$ cat src/rtl/fetch_stage.sv
// Fetch-stage controller: owns the PC, reads the instruction memory
// asynchronously, and fills the IF/ID pipeline register. Handles decode
// stalls, branch redirects and a halt word that freezes fetch.
module fetch_stage #(
  parameter int unsigned PC_WIDTH          = 32,
  parameter int unsigned INSTRUCTION_WIDTH = 32,
  parameter int unsigned MEMORY_SIZE       = 1024,
  parameter int unsigned RESET_PC          = 0,
  parameter logic [INSTRUCTION_WIDTH-1:0] HALT_ENCODING = 32'hFFFFFFFF,
  parameter int unsigned COUNT_WIDTH       = 32
) (
  input  logic                         clk,
  input  logic                         reset,
  input  logic                         stall,
  input  logic                         branchTaken,
  input  logic [PC_WIDTH-1:0]          branchTarget,
  input  logic [INSTRUCTION_WIDTH-1:0] instruction,
  output logic [PC_WIDTH-1:0]          PC,
  output logic [INSTRUCTION_WIDTH-1:0] IF_ID_instruction,
  output logic [PC_WIDTH-1:0]          IF_ID_PC,
  output logic                         IF_ID_valid,
  output logic                         halted,
  output logic [COUNT_WIDTH-1:0]       fetchCount
);

  // MEMORY_SIZE is a power of two, so masking gives the word index modulo depth.
  localparam logic [PC_WIDTH-1:0] ADDR_MASK = PC_WIDTH'(MEMORY_SIZE - 1);
  localparam logic [PC_WIDTH-1:0] LAST_PC   = PC_WIDTH'(MEMORY_SIZE - 1);
  localparam logic [PC_WIDTH-1:0] RST_PC    = PC_WIDTH'(RESET_PC);

  typedef enum logic {RUN, HALTED} state_t;

  state_t                         state_q, state_d;
  logic [PC_WIDTH-1:0]            pc_q, pc_d;
  logic [INSTRUCTION_WIDTH-1:0]   ifid_instr_q, ifid_instr_d;
  logic [PC_WIDTH-1:0]            ifid_pc_q, ifid_pc_d;
  logic                           ifid_valid_q, ifid_valid_d;
  logic                           halted_q, halted_d;
  logic [COUNT_WIDTH-1:0]         count_q, count_d;

  // State register: every piece of fetch state, synchronous reset.
  always_ff @(posedge clk) begin
    if (reset) begin
      state_q      <= RUN;
      pc_q         <= RST_PC;
      ifid_instr_q <= '0;
      ifid_pc_q    <= '0;
      ifid_valid_q <= 1'b0;
      halted_q     <= 1'b0;
      count_q      <= '0;
    end else begin
      state_q      <= state_d;
      pc_q         <= pc_d;
      ifid_instr_q <= ifid_instr_d;
      ifid_pc_q    <= ifid_pc_d;
      ifid_valid_q <= ifid_valid_d;
      halted_q     <= halted_d;
      count_q      <= count_d;
    end
  end

  // Next-state logic in priority order: branch > stall > halted > normal fetch.
  always_comb begin
    state_d      = state_q;
    pc_d         = pc_q;
    ifid_instr_d = ifid_instr_q;
    ifid_pc_d    = ifid_pc_q;
    ifid_valid_d = ifid_valid_q;
    halted_d     = halted_q;
    count_d      = count_q;

    if (branchTaken) begin
      // Redirect squashes the wrong-path word and clears any speculative halt.
      pc_d         = branchTarget & ADDR_MASK;
      ifid_valid_d = 1'b0;
      state_d      = RUN;
      halted_d     = 1'b0;
    end else if (stall) begin
      // Hold everything for the decode hazard.
    end else if (state_q == HALTED) begin
      ifid_valid_d = 1'b0;
    end else begin
      ifid_instr_d = instruction;
      ifid_pc_d    = pc_q;
      ifid_valid_d = 1'b1;
      count_d      = count_q + COUNT_WIDTH'(1);
      if (instruction == HALT_ENCODING) begin
        // Halt word is delivered and counted, then fetch freezes on it.
        state_d  = HALTED;
        halted_d = 1'b1;
      end else begin
        pc_d = (pc_q == LAST_PC) ? '0 : pc_q + PC_WIDTH'(1);
      end
    end
  end

  assign PC                = pc_q;
  assign IF_ID_instruction = ifid_instr_q;
  assign IF_ID_PC          = ifid_pc_q;
  assign IF_ID_valid       = ifid_valid_q;
  assign halted            = halted_q;
  assign fetchCount        = count_q;

endmodule

$ cat config.mk
export PLATFORM = sky130hd
export DESIGN_NAME = fetch_stage
export DESIGN_NICKNAME = d
export VERILOG_FILES = /design/src/rtl/fetch_stage.sv
export SDC_FILE = /design/constraint.sdc
export NUM_CORES = 1
export LEC_CHECK = 0
export ABC_AREA = 1
export CORE_AREA = 2 2 128 130
export DETAILED_ROUTE_END_ITERATION = 8
export DIE_AREA = 0 0 130 132
export GPL_TIMING_DRIVEN = 0
export PLACE_DENSITY = 0.72
export RECOVER_POWER = 25
export REMOVE_ABC_BUFFERS = 1
export SLEW_MARGIN = 15
export SYNTH_ARGS = -nofsm -noshare
export SYNTH_HDL_FRONTEND = slang
export SYNTH_SLANG_ARGS = --single-unit
$ cat constraint.sdc
create_clock -name clk -period 1.7 [get_ports clk]
set_clock_uncertainty 0.05 [all_clocks]
set_input_delay 0.34 -clock clk [delete_from_list [all_inputs] [get_ports clk]]
set_output_delay 0.34 -clock clk [all_outputs]
set_load 0.02 [all_outputs]
==> flow_metrics.env, run 1 <==
export IMPL_track_usage_pct=22.7
export IMPL_synthMuxAreaShare_pct=0
export IMPL_wire_per_inst_um=14.6
export IMPL_power_leakage_uw=0.00396
export IMPL_clock_power_share_pct=47.5
export IMPL_cts_buffer_depth=2
export IMPL_synth_avg_cell_area_um2=6.63
export IMPL_worst_pin_slew_ns=0.519
export IMPL_critical_path_class="reg2out"
export IMPL_fp_row_count=46
export IMPL_timing_critical_path_buf_inv=1
export IMPL_path_cells="dlygate4sd2_1"
export IMPL_synth_adder_area_share_pct=0.402
export IMPL_design_portCount=198
export IMPL_synth_top_family_by_area="simple AND/OR/NAND/NOR gates"
export IMPL_crit_arrival_ns=1.27
export IMPL_seq_area_frac_synth_pct=42.2
export IMPL_cp_top_family="flip-flops"
export IMPL_ir_drop_mv=0.713
export IMPL_numCtsBuffers=17
export IMPL_synth_top_cell_by_area="dfxtp_1"
export IMPL_die_h_um=132
export IMPL_cts_hold_buffers_added=0
export IMPL_p_sw_uw=1970
export IMPL_yosysUniqueCellTypes=36
export IMPL_cts_root_buf="clkbuf_16"
export IMPL_core_area_um2=15700
export IMPL_grt_pass1_wl_um=31100
export IMPL_htreeDepth=4
export IMPL_fillCellCount=1521
export IMPL_drtIter0Drc=409
export IMPL_endpoint="PC[11]"
export IMPL_post_route_period_util_pct=97.4
export IMPL_cp_end_kind="output pin"
export IMPL_syn_area_um2=6220
export IMPL_layout_drive_gt1_share_pct=11.4
export IMPL_crit_path_start_kind="flop"
export IMPL_netlist_instances=938
export IMPL_die_area_um2=17200
export IMPL_cpPeakStageDelay_ns=0.46
export IMPL_hold_path_startpoint="IF_ID_instruction[12]"
export IMPL_cp_max_fo=7
export IMPL_grt_overflow_total=0
export IMPL_wl_um=19700
export IMPL_numPortBuffers=175
export IMPL_grt_setup_unrepaired="yes"
export IMPL_vias_per_cell=4.97
export IMPL_synth_top_area_share_pct=42.2
export IMPL_total_power_uw=7840
export IMPL_dp_cells=1298
export IMPL_run_status="completed"
export IMPL_synth_xor_area_share_pct=1.55
export IMPL_finalSetupViolations=0
export IMPL_clkTransAtPathRegs_ns=0.06
export IMPL_cp_startpoint="PC[11]"
export IMPL_reg2reg_depth=10
export IMPL_synth_warnings=0
export IMPL_first_global_vias=6168
export IMPL_cp_required_ns=1.31
export IMPL_initial_core_util_pct=39.6
export IMPL_fmax_mhz=604
export IMPL_cellPowerDensity_nw_per_um2=865
export IMPL_slew_headroom_pct=65.4
export IMPL_slowest_stage="dfxtp_1"
export IMPL_synth_seq_cells=131
export IMPL_drc=0
export IMPL_synthSimpleGateAreaFrac_pct=36.4
export IMPL_grt_max_degree=58
export IMPL_drv_slew=0
export IMPL_antenna_left=0
export IMPL_hpwl_um=13100
export IMPL_fin_cells=1351
export IMPL_seqPwrFrac_pct=41.6
export IMPL_antenna_found_initial=0
export IMPL_cts_sinks=131
export IMPL_ys_top_cells_by_area="dfxtp_1 42%, nand2_1 13%, nor2_1 13%, o21ai_0 7.0%, a21oi_1 4.8%"
export IMPL_r2r_setup_slack_ns=0.04
export IMPL_fin_area_um2=9060
export IMPL_nets=1192
export IMPL_first_pass_iters=5
export IMPL_internal_power_uw=5870
export IMPL_maxCapViolCount=0
export IMPL_synth_compound_area_share_pct=13.0
export IMPL_period_needed_ns=1.66
export IMPL_routabilityCongestion=0.871
export IMPL_fp_dieW_um=130
export IMPL_syn_to_final_growth_pct=45.8
export IMPL_timing_rr_start="PC[0]"
export IMPL_via_count=6720
export IMPL_r2r_end="PC[22]"
export IMPL_placed_area_um2=8150
export IMPL_hold_viol=0
export IMPL_cts_tree="yes"
export IMPL_power_frac_comb_pct=10.9
export IMPL_crit_cells=1
export IMPL_swShare_pct=25.1
export IMPL_insertion_delay_ns=0.41
export IMPL_hold_ws_ns=0.424
export IMPL_diodes=0
export IMPL_hold_class="reg2reg"
[worst register-to-register path, stage by stage (launching register included)]
cell and delay [ns]:
dfxtp_4 0.38, ha_4 0.16, nand2_2 0.08, nor2_4 0.14, nand2_2 0.12, inv_4 0.11, nand2_1 0.07, nor3_2 0.22
nand3_1 0.10, nand2_1 0.08, nor2_1 0.04
[power by group through the flow]
| stage | clock [uW] | sequential [uW] | combinational (uW) |
|---|---|---|---|
| 2_1_floorplan | 0 | 3460 | 268 |
| 3_3_place_gp | 0 | 3320 | 854 |
| 3_5_place_dp | 0 | 3330 | 863 |
| 4_1_cts | 3790 | 3260 | 839 |
| 5_1_grt | 3920 | 3280 | 938 |
| 6_report | 3720 | 3260 | 856 |
[cell usage in the layout (no fill, tap or decap), types with 3 or more instances in the layout]
master             n
clkinv_4           3
xor2_1            10
nor3_2             6
a21oi_1           60
dfxtp_2           13
inv_1             63
nand3_1           56
nand2_2            7
nand2_4            7
dfxtp_1          115
inv_2              3
bufinv_16          3
nor3_1             7
clkinvlp_4         5
nand2_1          206
a31oi_1            4
nor2_1           199
clkinv_2           3
nor2_4            11
nand3_2            5
buf_4             14
o21a_1             3
nor2_2             7
nand4_1           10
dfxtp_4            3
dlygate4sd2_1    130
clkdlybuf4s50_1   42
o21ai_1            4
o21ai_0           83
nand2_8            3
clkbuf_16         17
[cells in the mapped netlist, drive strengths merged]
cell and count:
nor3b 3, nand4 10, nor3 14, a21oi 60, nand3 62, and2 1
dfxtp 131, ha 2, and3 2, a31oi 4, clkinv 1, clkbuf 21
o21a 3, o21ba 1, nand2 219, xor2 10, o21ai 88, buf 12
o21bai 1, nor4 1, nor2 219, nand3b 2, inv 70, xnor2 1
[layout make-up]
type	count	area [um^2]	area share, %
clock buffers	19	443	4.89
clock inverters	13	160	1.77
inverters	71	298	3.29
multi-input cells	707	3460	38.1
flip-flops and latches	131	2650	29.2
well taps	216	270	2.98
repair buffers	193	1780	19.6
repair inverters	1	8.76	0.0966
[sequential cells by signal, indices dropped and copies added, names as in the netlist]
signal / cells
PC: 32
IF_ID_PC: 32
IF_ID_valid: 1
state_q: 1
fetchCount: 32
IF_ID_instruction: 32
halted: 1
[stage by stage]
stage | setup slack (ns) | util [%] | TNS (ns)
6_report | 0.0449 | 57.7 | 0
5_1_grt | -0.0548 | 57.7 | -0.359
4_1_cts | 0.00365 | 56.0 | 0
3_5_place_dp | -1.64 | 51.9 | -137.96
3_3_place_gp | -3.86 | 51.6 | -329.76
2_1_floorplan | -0.874 | - | -30.84
[worst min-delay path by stage]
stage	end	slack, ns	cells after the start
global route	halted	0.44	2
CTS	fetchCount[0]	0.41	1
floorplan	PC[2]	0.36	1
global placement	halted	0.39	2
detailed placement	halted	0.42	2
finish	IF_ID_instruction[12]	0.42	2
[cell families after synthesis]
logic type               after synthesis
AND/OR/NAND/NOR                      533
flip-flops                           131
XOR/XNOR                              11
adder cells (fa/ha/maj)                2
AO/OA/AOI/OAI                        157
buffers and inverters                104
[per-layer routing]
layer | vias to the layer above | share of wire [%] | GRT usage [%]
met5 | - | 0 | 0
met4 | 0 | 2.7 | 8.12
met3 | 39 | 5.7 | 4.30
met2 | 223 | 47 | 37.3
met1 | 3056 | 45 | 29.6
li1 | 3402 | - | -
[repair_timing]
| action | in CTS | in global routing |
|---|---|---|
| gates cloned | 5 | 1 |
| buffers inserted | 5 | 10 |
| endpoints found under the setup margin | 261 | 52 |
| endpoints found under the hold margin | 0 | 0 |
| gates resized for setup | 163 | 59 |
| pin swaps | 5 | 10 |
Note: power is estimated with default switching activity, not from simulation.
==> run 2: changes to the inputs <==
--- a/config.mk
+++ b/config.mk
@@ -9,8 +9,8 @@
 export CORE_AREA = 2 2 128 130
 export DETAILED_ROUTE_END_ITERATION = 8
 export DIE_AREA = 0 0 130 132
+export DONT_BUFFER_PORTS = 1
 export GPL_TIMING_DRIVEN = 0
-export PLACE_DENSITY = 0.72
 export RECOVER_POWER = 25
 export REMOVE_ABC_BUFFERS = 1
 export SLEW_MARGIN = 15
==> run 2 against run 1 <==
- the run now ends with hold timing left
- fmax rose by 1.1%
- critical endpoint is now PC[10]
- die area did not move
- largest cell class unchanged
- sequential cell count did not move
- highest routed layer unchanged
- critical path type is now reg2reg
==> flow_metrics.env, run 2 (same netlist as run 1, synthesis figures left out) <==
export IMPL_ir_drop_mv=0.714
export IMPL_fillCellCount=1599
export IMPL_layout_drive_gt1_share_pct=17.8
export IMPL_fin_cells=1174
export IMPL_p_sw_uw=1870
export IMPL_fp_dieW_um=130
export IMPL_slowest_stage="dfxtp_4"
export IMPL_initial_core_util_pct=39.6
export IMPL_grt_overflow_total=0
export IMPL_failed_checks="hold timing"
export IMPL_die_area_um2=17200
export IMPL_cp_max_fo=5
export IMPL_worst_pin_slew_ns=0.565
export IMPL_via_count=5984
export IMPL_cellPowerDensity_nw_per_um2=1060
export IMPL_power_frac_comb_pct=4.9
export IMPL_clkTransAtPathRegs_ns=0.06
export IMPL_worst_slack_ns=0.0635
export IMPL_internal_power_uw=6190
export IMPL_run_status="finished with violations"
export IMPL_fp_row_count=46
export IMPL_fmax_mhz=611
export IMPL_power_leakage_uw=0.00285
export IMPL_crit_arrival_ns=1.93
export IMPL_nets=1016
export IMPL_antenna_left=0
export IMPL_diodes=0
export IMPL_clock_power_share_pct=52.7
export IMPL_first_global_vias=5445
export IMPL_drc=0
export IMPL_grt_setup_unrepaired="yes"
export IMPL_design_portCount=198
export IMPL_cts_root_buf="clkbuf_16"
export IMPL_placed_area_um2=6390
export IMPL_slew_headroom_pct=62.2
export IMPL_core_area_um2=15700
export IMPL_cts_tree="yes"
export IMPL_period_needed_ns=1.64
export IMPL_swShare_pct=23.2
export IMPL_cts_sinks=131
export IMPL_grt_pass1_wl_um=27800
export IMPL_wire_per_inst_um=15.2
export IMPL_path_cells="ha_4 > nand2_4 > nor2_4 > buf_4 > nand3_4 > xor2_1 > nand3b_1 > a21oi_1"
export IMPL_post_route_period_util_pct=96.3
export IMPL_dp_cells=1123
export IMPL_syn_to_final_growth_pct=22.3
export IMPL_crit_path_start_kind="flop"
export IMPL_routabilityCongestion=0.915
export IMPL_finalSetupViolations=0
export IMPL_hold_viol=13
export IMPL_cp_required_ns=1.99
export IMPL_track_usage_pct=20.5
export IMPL_numCtsBuffers=17
export IMPL_seqPwrFrac_pct=42.4
export IMPL_hold_ws_ns=-0.0742
export IMPL_wl_um=17800
export IMPL_insertion_delay_ns=0.42
export IMPL_fin_area_um2=7610
export IMPL_first_pass_iters=5
export IMPL_drtIter0Drc=381
export IMPL_cts_buffer_depth=2
export IMPL_layout_commonest_cell="nand2_1"
export IMPL_critical_path_class="reg2reg"
export IMPL_vias_per_cell=5.10
export IMPL_numPortBuffers=0
export IMPL_hpwl_um=12400
export IMPL_drv_slew=0
export IMPL_antenna_found_initial=0
export IMPL_hold_class="in2reg"
export IMPL_htreeDepth=4
export IMPL_maxCapViolCount=0
export IMPL_dp_slack_ns=-0.479
export IMPL_cpPeakStageDelay_ns=0.42
export IMPL_mostFrequentLayoutCells="206 x nand2_1, 198 x nor2_1, 85 x o21ai_0"
export IMPL_die_h_um=132
export IMPL_grt_max_degree=51
export IMPL_cp_end_kind="flop"
## run 2: worst paths after layout
path	startpoint	endpoint	slack, ns	cells after the start
setup / recovery	PC[0]	PC[10]	0.06	8
hold / removal	reset	fetchCount[14]	-0.07	1
setup reg to reg	PC[0]	PC[10]	0.06	8
hold reg to reg	fetchCount[10]	fetchCount[10]	0.48	1
## run 2: timing repair
item                                    CTS  global route
pin swaps                                10            15
hold endpoints to repair                 13            14
setup buffers                             6            12
gates cloned                              1             1
resized for setup                        64            79
endpoints found under the setup margin  115            57
## run 2: cell type report
cell class | count | area, um^2 | share of cell area, %
multi-input combinational | 705 | 3440 | 45.2
sequential | 131 | 2740 | 36.1
clock buffer | 17 | 425 | 5.59
inverter | 71 | 292 | 3.83
tap | 216 | 270 | 3.55
clock inverter | 14 | 260 | 3.42
timing repair buffer | 20 | 175 | 2.30
## run 2: power groups by stage
stage / combinational [uW] / clock [uW] / sequential, uW
after CTS: 374 / 4320 / 3440
final: 394 / 4250 / 3420
after floorplan: 268 / 0 / 3460
after global placement: 345 / 0 / 3500
after detailed placement: 353 / 0 / 3500
after global routing: 457 / 4450 / 3430
## run 2: through the flow
stage	utilization [%]	total power, uW	TNS, ns
after global routing	48.4	8340	-0.317
final	48.4	8060	0
after detailed placement	40.7	3860	-25.64
after floorplan	-	3730	-30.84
after global placement	40.4	3850	-183.65
after CTS	46.5	8140	-0.00800
## run 2: per-layer routing
metal  GRT usage [%]  up-vias  share of wire (%)
met1            25.2     2723                 43
met4            8.00        0                1.8
met2            32.9      185                 47
met3            6.70       27                8.0
li1                -     3049                  -
met5               0        -                  0
## run 2: critical path: cells and delay by family, from the launching register on
kind | cells | cell delay, ns
XOR/XNOR | 1 | 0.15
AND/OR/NAND/NOR | 4 | 0.48
flip-flops | 1 | 0.42
AO/OA/AOI/OAI | 1 | 0.13
buffers and inverters | 1 | 0.15
adder cells (fa/ha/maj) | 1 | 0.17
